## src/rtl/control_fsm_pkg.sv

```systemverilog
// Shared control-path definitions: FSM state encoding, ALU op codes and instruction fields.
// Also used by the ALU and datapath blocks.
package control_fsm_pkg;

  localparam logic [2:0] ST_START  = 3'd0;
  localparam logic [2:0] ST_IFETCH = 3'd1;
  localparam logic [2:0] ST_DECODE = 3'd2;
  localparam logic [2:0] ST_EXEC   = 3'd3;
  localparam logic [2:0] ST_MEM    = 3'd4;
  localparam logic [2:0] ST_WB     = 3'd5;

  localparam logic [3:0] ALU_ADD    = 4'b0000;
  localparam logic [3:0] ALU_SUB    = 4'b0001;
  localparam logic [3:0] ALU_AND    = 4'b0010;
  localparam logic [3:0] ALU_OR     = 4'b0011;
  localparam logic [3:0] ALU_PASS_A = 4'b1111;

  localparam logic [5:0] OP_RTYPE = 6'b000000;
  localparam logic [5:0] OP_ADDI  = 6'b001000;
  localparam logic [5:0] OP_LW    = 6'b100011;
  localparam logic [5:0] OP_SW    = 6'b101011;
  localparam logic [5:0] OP_BEQ   = 6'b000100;

  localparam logic [5:0] FN_ADD = 6'b100000;
  localparam logic [5:0] FN_SUB = 6'b100010;
  localparam logic [5:0] FN_AND = 6'b100100;
  localparam logic [5:0] FN_OR  = 6'b100101;

  typedef enum logic [2:0] {
    CLS_ILLEGAL,
    CLS_RTYPE,
    CLS_ADDI,
    CLS_LOAD,
    CLS_STORE,
    CLS_BRANCH
  } instr_class_e;

  function automatic instr_class_e classify(input logic [5:0] opcode, input logic [5:0] func);
    instr_class_e cls;
    case (opcode)
      OP_RTYPE: begin
        case (func)
          FN_ADD, FN_SUB, FN_AND, FN_OR: cls = CLS_RTYPE;
          default:                       cls = CLS_ILLEGAL;
        endcase
      end
      OP_ADDI: cls = CLS_ADDI;
      OP_LW:   cls = CLS_LOAD;
      OP_SW:   cls = CLS_STORE;
      OP_BEQ:  cls = CLS_BRANCH;
      default: cls = CLS_ILLEGAL;
    endcase
    return cls;
  endfunction

endpackage

```

## src/rtl/control_fsm_alu_decode.sv

```systemverilog
// Combinational instruction decode: opcode/func -> ALU operation, B-operand select, legality.
module alu_decode
  import control_fsm_pkg::*;
(
  input  logic [5:0] opcode_i,
  input  logic [5:0] func_i,
  output logic [3:0] alu_op_o,
  output logic       alu_bsel_o,
  output logic       legal_o
);

  instr_class_e cls_s;

  assign cls_s = classify(opcode_i, func_i);

  always_comb begin
    alu_op_o   = ALU_PASS_A;
    alu_bsel_o = 1'b0;
    legal_o    = (cls_s != CLS_ILLEGAL);
    case (cls_s)
      CLS_RTYPE: begin
        case (func_i)
          FN_ADD:  alu_op_o = ALU_ADD;
          FN_SUB:  alu_op_o = ALU_SUB;
          FN_AND:  alu_op_o = ALU_AND;
          FN_OR:   alu_op_o = ALU_OR;
          default: alu_op_o = ALU_PASS_A;
        endcase
      end
      // Loads, stores and ADDI all add the sign-extended immediate.
      CLS_ADDI, CLS_LOAD, CLS_STORE: begin
        alu_op_o   = ALU_ADD;
        alu_bsel_o = 1'b1;
      end
      CLS_BRANCH: alu_op_o = ALU_SUB;
      default:    alu_op_o = ALU_PASS_A;
    endcase
  end

endmodule

```

## src/rtl/control_fsm.sv

```systemverilog
// Multi-cycle control FSM for a small MIPS subset: sequences fetch, decode, execute,
// memory and write-back, and drives the datapath control strobes.
module control_fsm
  import control_fsm_pkg::*;
(
  input  logic       clk_i,
  input  logic       reset_i,
  input  logic [5:0] opcode_i,
  input  logic [5:0] func_i,
  input  logic       zero_i,
  input  logic       mem_ack_i,
  output logic       mem_req_o,
  output logic       mem_we_o,
  output logic       mem_addr_sel_o,
  output logic       ir_we_o,
  output logic       pc_we_o,
  output logic       pc_src_o,
  output logic [3:0] alu_op_o,
  output logic       alu_bsel_o,
  output logic       rf_we_o,
  output logic       rf_wsel_o,
  output logic       rf_dst_o,
  output logic       illegal_o
);

  logic [2:0]   state_q, state_d;
  logic [5:0]   opcode_q, func_q;
  logic [5:0]   dec_opcode_s, dec_func_s;
  logic [3:0]   dec_alu_op_s;
  logic         dec_bsel_s, dec_legal_s;
  instr_class_e cls_q_s;

  // DECODE judges the live instruction bits; every later state works from the latched copy.
  assign dec_opcode_s = (state_q == ST_DECODE) ? opcode_i : opcode_q;
  assign dec_func_s   = (state_q == ST_DECODE) ? func_i   : func_q;
  assign cls_q_s      = classify(opcode_q, func_q);

  alu_decode u_alu_decode (
    .opcode_i   (dec_opcode_s),
    .func_i     (dec_func_s),
    .alu_op_o   (dec_alu_op_s),
    .alu_bsel_o (dec_bsel_s),
    .legal_o    (dec_legal_s)
  );

  always_ff @(posedge clk_i) begin
    if (reset_i) begin
      state_q  <= ST_START;
      opcode_q <= 6'd0;
      func_q   <= 6'd0;
    end else begin
      state_q <= state_d;
      if (state_q == ST_DECODE) begin
        opcode_q <= opcode_i;
        func_q   <= func_i;
      end
    end
  end

  always_comb begin
    state_d        = state_q;
    mem_req_o      = 1'b0;
    mem_we_o       = 1'b0;
    mem_addr_sel_o = 1'b0;
    ir_we_o        = 1'b0;
    pc_we_o        = 1'b0;
    pc_src_o       = 1'b0;
    alu_op_o       = ALU_PASS_A;
    alu_bsel_o     = 1'b0;
    rf_we_o        = 1'b0;
    rf_wsel_o      = 1'b0;
    rf_dst_o       = 1'b0;
    illegal_o      = 1'b0;
    case (state_q)
      ST_START: state_d = ST_IFETCH;
      ST_IFETCH: begin
        mem_req_o = 1'b1;
        if (mem_ack_i) begin
          ir_we_o = 1'b1;
          pc_we_o = 1'b1;
          state_d = ST_DECODE;
        end else begin
          state_d = ST_IFETCH;
        end
      end
      ST_DECODE: begin
        if (dec_legal_s) begin
          state_d = ST_EXEC;
        end else begin
          illegal_o = 1'b1;
          state_d   = ST_IFETCH;
        end
      end
      ST_EXEC: begin
        alu_op_o   = dec_alu_op_s;
        alu_bsel_o = dec_bsel_s;
        if (cls_q_s == CLS_BRANCH) begin
          pc_we_o  = zero_i;
          pc_src_o = 1'b1;
          state_d  = ST_IFETCH;
        end else if ((cls_q_s == CLS_LOAD) || (cls_q_s == CLS_STORE)) begin
          state_d = ST_MEM;
        end else begin
          state_d = ST_WB;
        end
      end
      ST_MEM: begin
        mem_req_o      = 1'b1;
        mem_addr_sel_o = 1'b1;
        mem_we_o       = (cls_q_s == CLS_STORE);
        if (mem_ack_i) begin
          state_d = (cls_q_s == CLS_STORE) ? ST_IFETCH : ST_WB;
        end else begin
          state_d = ST_MEM;
        end
      end
      ST_WB: begin
        rf_we_o   = 1'b1;
        rf_wsel_o = (cls_q_s == CLS_LOAD);
        rf_dst_o  = (cls_q_s == CLS_RTYPE);
        state_d   = ST_IFETCH;
      end
      default: state_d = ST_START;
    endcase
  end

endmodule

```

## config.mk

```make
export PLATFORM = sky130hd
export DESIGN_NAME = control_fsm
export DESIGN_NICKNAME = d
export VERILOG_FILES = /design/src/rtl/control_fsm_pkg.sv /design/src/rtl/control_fsm_alu_decode.sv /design/src/rtl/control_fsm.sv
export SDC_FILE = /design/constraint.sdc
export NUM_CORES = 1
export LEC_CHECK = 0
export CORE_MARGIN = 3
export CORE_UTILIZATION = 40
export CTS_BUF_LIST = sky130_fd_sc_hd__clkbuf_16
export CTS_CLUSTER_SIZE = 40
export DETAILED_ROUTE_END_ITERATION = 8
export PLACE_DENSITY_LB_ADDON = 0.12
export SETUP_SLACK_MARGIN = 0.5
export SYNTH_ARGS = -nofsm -noshare
export SYNTH_HDL_FRONTEND = slang
export SYNTH_SLANG_ARGS = --single-unit
```

## constraint.sdc

```tcl
create_clock -name clk_i -period 3.9 [get_ports clk_i]
set_input_delay 0.78 -clock clk_i [delete_from_list [all_inputs] [get_ports clk_i]]
set_output_delay 0.78 -clock clk_i [all_outputs]
set_load 0.05 [all_outputs]
```

**Yosys cells after proc, flatten, opt, wreduce, memory -nomap -nowiden**

Index checks and enable logic that the tools add are counted.

- Bits in registers: 15
- Bits of input ports: 16
- Output and inout bits: 15
- Word-level logic and storage cells: 75

- Equal/unequal tests: 30
- Muxes and demuxes: 32
- Reductions and logical operators: 10

Operators by type and width:

| cell | count |
|---|---|
| == test 6 bit (second input constant) | 12 |
| one-hot mux 3 bit (5 select lines) | 3 |
| == test 3 bit (second input constant) | 6 |
| 2-to-1 mux 1 bit | 18 |
| one-hot mux 4 bit (4 select lines) | 1 |
| == test 3 x 2 -> 1 bit (second input constant) | 5 |
| == test 6 x 3 -> 1 bit (second input constant) | 2 |
| == test 6 x 4 -> 1 bit (second input constant) | 2 |
| zero test 6 bit | 2 |
| 2-to-1 mux 6 bit | 2 |
| one-hot mux 4 bit (3 select lines) | 1 |
| == test 3 x 1 -> 1 bit (second input constant) | 3 |
| 2-to-1 mux 3 bit | 3 |
| OR reduction 4 bit | 2 |
| 2-to-1 mux 2 bit | 2 |
| 2-to-1 mux 4 bit | 1 |
| OR reduction 2 bit | 2 |
| zero test 3 bit | 1 |
| nonzero test 3 bit | 1 |
| OR reduction 3 bit | 1 |
| one-hot mux 1 bit (2 select lines) | 1 |
| logical OR 1 bit | 1 |

**Logic depth before layout (Yosys ltp)**

Gate-level depths: netlist (run 1).

- Depth in word-level cells: 10
- Depth in mapped cells: 7
- Gate-level depth less buffers: 5

**Cells and area by module**

Synthesis (run 1) repeated with hierarchy kept, for this count alone.

- Cells, all modules: 106
- Area total of the unflattened synthesis: 1037.2 um2

Modules (own cells, without submodules):

| module | times used | cells an instance | area an instance (um2) | sequential area each (um2) |
|---|---|---|---|---|
| control_fsm | 1 | 85 | 893.4 | 300.3 |
| alu_decode | 1 | 21 | 143.9 | 0.0 |

**Worst setup path after synthesis (run 1)**

OpenSTA, ideal clock, no wires.

- Path kind: register to output
- Start: register state_q[2]
- End: output port mem_we_o
- Arrival time: 2.495 ns
- Data required time: 3.120 ns
- Setup slack: 0.625 ns
- Cell stages (with the launch flop): 4
- Buffers on the path: 1
- Cell sequence: dfxtp_1 -> clkbuf_1 -> nor3b_1 -> and3_1

- Word-level cells in the longest chain between the ends: 2

RTL lines:

| what | RTL line | text |
|---|---|---|
| from (decl) | control_fsm.sv:26 | `logic [2:0] state_q, state_d;` |
| from (signal assigned) | control_fsm.sv:52 | `state_q <= state_d;` |
| == test 3 bit | control_fsm.sv:74 | `case (state_q)` |
| 2-to-1 mux 1 bit | control_fsm.sv:74 |  |
| to (decl) | control_fsm.sv:13 | `output logic mem_we_o,` |

No other way between the ends.

**Worst setup path after layout (run 1)**

- Start: input port opcode_i[4]
- End: output port illegal_o

- Word-level cells in the longest chain between the ends: 6
- Elaborated cells between the ends (all ways): 10
- Those cells by class: 4 x eq/ne; 4 x mux; 2 x reduce/logical

RTL lines:

| what | RTL line | text |
|---|---|---|
| from (decl) | control_fsm.sv:8 | `input logic [5:0] opcode_i,` |
| 2-to-1 mux 6 bit * | - |  |
| == test 6 x 3 -> 1 bit (tied with other cells) | control_fsm_pkg.sv:40 | `case (opcode)` |
| one-hot mux 3 bit (5 select lines) * | control_fsm_pkg.sv:40 |  |
| nonzero test 3 bit * | control_fsm_alu_decode.sv:19 | `legal_o = (cls_s != CLS_ILLEGAL);` |
| 2-to-1 mux 1 bit * | control_fsm.sv:87 | `if (dec_legal_s) begin` |
| 2-to-1 mux 1 bit * | control_fsm.sv:74 |  |
| to (decl) | control_fsm.sv:23 | `output logic illegal_o` |

Every way passes the cells marked *; elsewhere a longest branch is shown, timed or not.

==> results of run 1 <==
-- metal layers --
metal	share of wire	global-route usage
met1	0.46	0.2203
met2	0.48	0.2838
met3	0.053	0.04439
met4	0.0088	0.05208
met5	0	0
-- where the power goes --
part | internal, W | switching [W]
Sequential | 0.000159 | 0.00000784
Combinational | 0.0000371 | 0.0000427
Clock | 0.000136 | 0.0000604
Total | 0.000331 | 0.000111
-- cells by family (layout without fill, tap and decap cells) --
logic type             after synthesis  after routing  synth area share
AND/OR/NAND/NOR                     71             71            0.3952
AO/OA/AOI/OAI                       31             31            0.2072
flip-flops                          15             15            0.3069
multiplexers                         2              2           0.02174
buffers and inverters               11             37           0.05114
XOR/XNOR                             2              2           0.01791
-- state kept, by name (all words and copies together) (netlist names) --
register  flops
func_q        6
opcode_q      6
state_q       3
-- cell type report --
type	count	area, um2
clock inverters	1	3.754
multi-input cells	106	644.4
repair buffers	32	352.8
inverters	1	3.754
flip-flops and latches	15	300.3
clock buffers	3	75.07
fillers	203	860.8
well taps	28	35.03
-- timing repair --
| action | 4_1_cts | 5_1_grt |
|---|---|---|
| setup buffers | 1 | 0 |
| hold buffers | 0 | 0 |
| endpoints found under the setup margin | 4 | 5 |
| pin swaps | 1 | 0 |
| resized for setup | 0 | 4 |
-- worst max path at each step --
stage,from,end,slack [ns]
after floorplan,state_q[2],mem_we_o,0.63
after global placement,opcode_i[2],alu_op_o[2],0.51
after detailed placement,opcode_i[2],alu_op_o[3],0.47
after CTS,func_i[1],alu_op_o[3],0.54
after global routing,func_i[4],alu_op_o[3],0.50
final,opcode_i[4],illegal_o,0.62
-- worst register-to-register path, cell delays in order, from the launching register on --
cell and delay [ns]:
dfxtp_1 0.51, nor3b_2 0.27, buf_4 0.26, mux2i_1 0.13, a222oi_1 0.30, buf_4 0.20
a2bb2oi_1 0.15, o21ai_1 0.08
-- per-stage QoR --
step | area, um2 | util
floorplan | 978.4 | -
global placement | 1310 | 0.5756
detailed placement | 1310 | 0.5756
CTS | 1396 | 0.6135
global route | 1415 | 0.6218
finish | 1415 | 0.6218
-- cells in the mapped netlist (all sizes together), types with 3 or more instances --
cell type | number | area share
buf | 3 | 0.020
nor3 | 3 | 0.015
clkbuf | 7 | 0.027
a21oi | 15 | 0.077
and3 | 3 | 0.019
dfxtp | 15 | 0.31
nor2 | 8 | 0.031
o21ai | 3 | 0.015
nand2b | 3 | 0.019
nand2 | 30 | 0.12
nand3 | 5 | 0.026
nand3b | 3 | 0.023
nor3b | 4 | 0.036
nor4 | 4 | 0.041
==> results_dict.tcl, run 1 <==
set metrics [dict create \
    status "complete, no violations" \
    worst_slew_pin_slew_ns 0.6256 \
    path_depth 7 \
    holdPathStages 2 \
    synth_cells 132 \
    clk_latency_ns 0.24 \
    grt-ovfl-total 0 \
    cp_slowest_stage_delay_ns 0.52 \
    max_cap_violations 0 \
    cts_max_level 1 \
    slew_viol_final 0 \
    power_density_nw_per_um2 312.5 \
    crit_required_ns 3.12 \
    ys_ff_latch 15 \
    fmax_mhz 305.3 \
    initialDrtViolationCount 24 \
    core-area_um2 2276 \
    synth_area_um2 978.4 \
    instances_no_fill 186 \
    synth_ff_type "dfxtp_1" \
    cp_slowest_cell "clkdlybuf4s50_1" \
    finalSetupTns_ns 0 \
    nets 175 \
    clock_sinks 15 \
    wl_um 2599 \
    cts_made_buffers 3 \
    regToRegSetupSlack_ns 1.87 \
    grt_pass1_wl_um 4284 \
    areaGrowthSynthToFinish_pct 44.63 \
    worstSetupPathType "input port to output pin" \
    setup_viol 0 \
    hpwl_um 1930 \
    critPathLaunchType "input port" \
    layout-drive-gt1-share 0.1076 \
    slew_headroom 0.5816 \
    skew_ns 0.0008873 \
    fp.dieH_um 55.46 \
    final_common_cell "nand2_1" \
    synthDistinctLibCells 40 \
    p_leak_nw 0.5122 \
    critPathTopFamily "buffers and inverters" \
    ir_drop_mv 0.2813 \
    syn_area_per_cell_um2 7.412 \
    viasPerCell 5.586 \
    yosysSeqAreaShare 0.3069 \
    port_buffers 30 \
    rsz0062_at_grt "false" \
    r2r-start "state_q[1]" \
    post-place-cells 181 \
    finalCritPeriodShare 0.8398 \
    drc 0 \
    dr.pass1.iters 5 \
    path_buf_inv 3 \
    final_cell_mix "30 x nand2_1, 23 x clkdlybuf4s50_1, 15 x a21oi_1, 15 x dfxtp_1, 8 x nor2_1" \
    finalWorstPathRequiredPeriod_ns 3.275 \
    async_reset_ff_frac 0 \
    grt_pass1_vias 945 \
    synth_edf_count 0 \
    fin_ws_ns 0.6246 \
    whs_ns 0.4559 \
    grt_antenna_before_repair 0 \
    p_total_w 0.0004423 \
    reg2regPathDepth 7 \
    hold_path.class "flip-flop to flip-flop" \
    gp_congestion 0.8461 \
    hold_start "func_q[3]" \
    grt.total_usage 0.1728 \
    clockRootBuffer "clkbuf_16" \
    die-area_um2 3076 \
    hold_viol 0 \
    clk_pin_slew_ns 0.05 \
    path_cells "clkdlybuf4s50_1 > nor2_1 > mux2_2 > a222oi_1 > buf_4 > and3_1 > buf_12" \
    syn_nets 148 \
    n_antenna_cell 0 \
    vias 1039 \
    antenna_left 0 \
    grt_max_degree 20 \
    critPathMaxFanout 4 \
    start_util 0.4299 \
    die_w_um 55.46 \
    io_pins 31 \
    ys_warn_count 0 \
    post_drt_wl_per_cell_um 13.97 \
    r2r_end "state_q[1]" \
    hold_end "func_q[3]" \
    cts_tree "yes" \
    critPathCaptureType "output pin" \
    ctsLongestPathBuffers 2 \
    pre_cts_ws_ns 0.4745 \
    rows 17 \
    crit_arrival_ns 2.50 \
]
Note: power is estimated with default switching activity, not from simulation.
==> run 2: changes to the inputs <==
==> constraint.sdc (replaced) <==
create_clock -name clk_i -period 3 [get_ports clk_i]
set_input_delay 0.6 -clock clk_i [delete_from_list [all_inputs] [get_ports clk_i]]
set_output_delay 0.6 -clock clk_i [all_outputs]
set_load 0.05 [all_outputs]
==> run 2 against run 1 <==
Against the previous run: wire length is 15% higher; flip-flop and latch count stayed put; first-iteration DRC count is 46% higher; highest routed layer unchanged.
==> results_dict.tcl, run 2 (synthesis gave the netlist of run 1 again) <==
set metrics [dict create \
    rsz0062_at_grt "true" \
    n_antenna_cell 0 \
    status "complete, no violations" \
    grt_max_degree 17 \
    final_cell_mix "30 x nand2_1, 15 x a21oi_1, 15 x buf_4" \
    grt_pass1_vias 1062 \
    ctsHoldBuffers 0 \
    ir_drop_mv 0.4766 \
    clk_pin_slew_ns 0.05 \
    rows 17 \
    port_buffers 30 \
    final_common_cell "nand2_1" \
    instances_no_fill 199 \
    hpwl_um 2103 \
    wl_um 2999 \
    crit_required_ns 2.40 \
    viasPerCell 5.608 \
    die-area_um2 3076 \
    cts_max_level 1 \
    hold_viol 0 \
    cp_slowest_stage_delay_ns 0.36 \
    skew_ns 0.005029 \
    slew_headroom 0.6583 \
    setup_viol 0 \
    ctsLongestPathBuffers 2 \
    clockRootBuffer "clkbuf_16" \
    finalCritPeriodShare 0.9090 \
    whs_ns 0.4693 \
    power_density_nw_per_um2 373.0 \
    p_leak_nw 0.6646 \
    grt_pass1_wl_um 4905 \
    start_util 0.4299 \
    slew_viol_final 0 \
    gp_congestion 0.8760 \
    hold_path.class "flip-flop to flip-flop" \
    areaGrowthSynthToFinish_pct 65.35 \
    cp_slowest_cell "dfxtp_4" \
    crit_arrival_ns 2.13 \
    antenna_left 0 \
    finalSetupTns_ns 0 \
    grt_antenna_before_repair 0 \
    worst_slew_pin_slew_ns 0.5117 \
    core-area_um2 2276 \
    io_pins 31 \
    initialDrtViolationCount 35 \
    max_cap_violations 0 \
    finalWorstPathRequiredPeriod_ns 2.727 \
    worstSetupPathType "flip-flop to output pin" \
    path_cells "nor3b_4 > mux2_4 > a222oi_1 > buf_4 > a221o_1 > buf_12" \
    nets 188 \
    grt.total_usage 0.1969 \
    dr.pass1.iters 5 \
    post-place-cells 189 \
    post_drt_wl_per_cell_um 15.07 \
    top_regs "func_q: 6 flops, opcode_q: 6 flops, state_q: 3 flops" \
    fmax_mhz 366.7 \
    die_w_um 55.46 \
    clock_sinks 15 \
    grt-ovfl-total 0 \
    drc 0 \
    critPathCaptureType "output pin" \
    critPathMaxFanout 5 \
    vias 1116 \
    cts_tree "yes" \
    cts_made_buffers 3 \
    fp.dieH_um 55.46 \
    clk_latency_ns 0.25 \
    critPathLaunchType "flip-flop" \
    layout-drive-gt1-share 0.2982 \
    p_total_w 0.0006035 \
]
[run 2: path summary, 6_finish.rpt]
kind               from     endpoint  slack, ns  depth (start not counted)
max          state_q[2]  alu_op_o[1]       0.27                          6
min           func_q[3]    func_q[3]       0.47                          2
max reg2reg  state_q[2]   state_q[1]       1.01                          7
min reg2reg   func_q[3]    func_q[3]       0.47                          2
[run 2: power breakdown]
group / switching, W / total [W] / internal (W) / leakage [nW]
sequential: 0.00000795 / 0.000214 / 0.000206 / 0.123
clock: 0.0000872 / 0.000267 / 0.000180 / 0.0371
combinational: 0.0000664 / 0.000123 / 0.0000567 / 0.504
[run 2: cell type report]
cell class / instances / area, um2
fillers: 178 / 658.1
repair buffers: 45 / 462.9
clock buffers: 3 / 75.07
clock inverters: 1 / 7.507
inverters: 1 / 3.754
well taps: 28 / 35.03
flip-flops and latches: 15 / 306.5
multi-input cells: 106 / 726.9
[run 2: metrics by stage]
step	util	setup WS (ns)	instance area, um2
3_3_place_gp	0.6163	0.1029	1403
2_1_floorplan	-	0.4806	991.0
4_1_cts	0.6998	0.2576	1593
5_1_grt	0.7108	0.2142	1618
3_5_place_dp	0.6163	0.03831	1403
6_report	0.7108	0.2730	1618
[run 2: worst max-delay path, delay by kind of cell (launching register included)]
family                 cells  cell delay (ns)
AOI/OAI and AO/OA          2             0.52
DFF                        1             0.36
buffers and inverters      2             0.35
muxes                      1             0.34
and+or+nand+nor            1             0.29
[run 2: repair_timing]
| item | in CTS | in global routing |
|---|---|---|
| gates cloned | 0 | 0 |
| hold endpoints to repair | 0 | 0 |
| buffers inserted | 6 | 0 |
| setup endpoints to repair | 12 | 13 |
| pin swaps | 10 | 3 |
| resized for setup | 38 | 12 |
[run 2: per-layer routing]
metal,vias up,routed length [um],track usage
li1,554,-,-
met1,528,1297,0.2432
met2,32,1556,0.3581
met3,2,133,0.04206
met4,0,12,0.02083
met5,-,0,0
==> run 3: changes to the inputs <==
--- a/config.mk
+++ b/config.mk
@@ -6,7 +6,7 @@
 export NUM_CORES = 1
 export LEC_CHECK = 0
 export CORE_MARGIN = 3
-export CORE_UTILIZATION = 40
+export CORE_UTILIZATION = 41
 export CTS_BUF_LIST = sky130_fd_sc_hd__clkbuf_16
 export CTS_CLUSTER_SIZE = 40
 export DETAILED_ROUTE_END_ITERATION = 8
==> run 3 against run 2 <==
Against the previous run: count of clock-buffer cells in the layout did not move; maximum frequency decreased by 0.57%; clock power decreased by 2%; sequential power about the same; first-iteration DRC count is 34% lower; non-clock buffer count is 2 higher; global-route usage is 4.4 points higher; combinational power increased by 5%; critical path depth grew 2; critical endpoint unchanged; largest cell class unchanged.
==> results_dict.tcl, run 3 (synthesis gave the netlist of run 1 again) <==
set metrics [dict create \
    status "complete, no violations" \
    clk_latency_ns 0.25 \
    cts_made_buffers 3 \
    clk_pin_slew_ns 0.05 \
    nFillCells 175 \
    hpwl_um 2105 \
    vias 1153 \
    instances_no_fill 201 \
    final_cell_mix "30 x nand2_1, 17 x buf_4, 15 x a21oi_1" \
    grt-ovfl-total 0 \
    start_util 0.4381 \
    p_total_w 0.0006036 \
    grt_pass1_wl_um 5023 \
    viasPerCell 5.736 \
    ctsHoldBuffers 0 \
    max_cap_violations 0 \
    top_regs "func_q: 6 flops, opcode_q: 6 flops, state_q: 3 flops" \
    initialDrtViolationCount 23 \
    cts_max_level 1 \
    critPathCaptureType "output pin" \
    fp.dieH_um 54.85 \
    post-place-cells 187 \
    critPathLaunchType "flip-flop" \
    worst_slew_pin_slew_ns 0.5084 \
    antenna_left 0 \
    gp_congestion 0.8647 \
    n_antenna_cell 0 \
    crit_required_ns 2.40 \
    power_density_nw_per_um2 363.8 \
    slew_headroom 0.6605 \
    drc 0 \
    clock_sinks 15 \
    grt_pass1_vias 1056 \
    finalSetupTns_ns 0 \
    port_buffers 30 \
    die_w_um 54.85 \
    areaGrowthSynthToFinish_pct 69.57 \
    slew_viol_final 0 \
    post_drt_wl_per_cell_um 16.48 \
    layout-drive-gt1-share 0.3064 \
    wl_um 3313 \
    critPathMaxFanout 5 \
    skew_ns 0.002004 \
    die-area_um2 3009 \
    core-area_um2 2233 \
    grt.total_usage 0.2409 \
    crit_arrival_ns 2.14 \
    rows 17 \
    finalCritPeriodShare 0.9142 \
    clockRootBuffer "clkbuf_16" \
    final_common_cell "nand2_1" \
    grt_antenna_before_repair 0 \
    finalWorstPathRequiredPeriod_ns 2.742 \
    grt_max_degree 16 \
    io_pins 31 \
    dr.pass1.iters 4 \
    worstSetupPathType "flip-flop to output pin" \
    ctsLongestPathBuffers 2 \
    ir_drop_mv 0.3716 \
    cts_tree "yes" \
    rsz0062_at_grt "true" \
    utilization 0.7429 \
    setup_viol 0 \
    hold_viol 0 \
    p_leak_nw 0.6864 \
    fmax_mhz 364.6 \
    nets 190 \
    hold_path.class "flip-flop to flip-flop" \
    regToRegSetupSlack_ns 1.03 \
]
run 3: changes by cell type in the layout (fill, tap and decap cells not counted), sizes merged:
| cell | change |
|---|---|
| inv | +1 |
| clkdlybuf4s15 | +2 |
| clkinvlp | -1 |
| buf | +2 |
| clkdlybuf4s50 | -1 |
| clkbuf | -1 |
run 3: critical path: stages, from the launching register on:
cell	delay (ns)
dfxtp_4	0.36
nor3b_4	0.34
buf_6	0.18
buf_4	0.12
and2_1	0.12
a32oi_2	0.08
buf_4	0.16
a221o_1	0.37
buf_12	0.16
run 3: layout make-up:
class | count | area (um2) | area share
Multi-Input combinational cell | 106 | 749.5 | 0.4517
Tap cell | 28 | 35.03 | 0.02112
Sequential cell | 15 | 309.0 | 0.1863
Clock buffer | 3 | 75.07 | 0.04525
Clock inverter | 1 | 3.754 | 0.002262
Timing Repair Buffer | 47 | 483.0 | 0.2911
Inverter | 1 | 3.754 | 0.002262
run 3: final timing paths:
| check | cells after the start | end | startpoint |
|---|---|---|---|
| worst max-delay path | 8 | alu_op_o[1] | state_q[0] |
| worst min-delay path | 2 | func_q[3] | func_q[3] |
| worst max register to register | 6 | state_q[1] | state_q[0] |
| worst min register to register | 2 | func_q[3] | func_q[3] |
run 3: per-stage QoR:
stage	instance area [um2]	hold WS, ns	setup slack (ns)
after floorplan	991.0	0.4315	0.4806
after CTS	1620	0.4579	0.2640
after global routing	1659	0.4861	0.1739
final	1659	0.4618	0.2575
after detailed placement	1388	0.4462	0.02731
after global placement	1388	0.4391	0.1048
run 3: what timing repair did:
action / CTS / global route
endpoints found under the setup margin: 12 / 14
buffers inserted: 9 / 1
pin swaps: 14 / 8
resized for setup: 46 / 10
run 3: metal layers:
metal / GRT usage / vias up / share of wire
met5: 0 / - / 0
met4: 0.1286 / 0 / 0.024
met3: 0.04905 / 9 / 0.054
met2: 0.4173 / 42 / 0.52
met1: 0.2724 / 545 / 0.41
li1: - / 557 / -
run 3: report_power, final:
group          switching (W)  internal, W  total [W]
combinational      0.0000708    0.0000581   0.000129
clock              0.0000843     0.000177   0.000261
sequential        0.00000809     0.000205   0.000214
total               0.000163     0.000440   0.000604
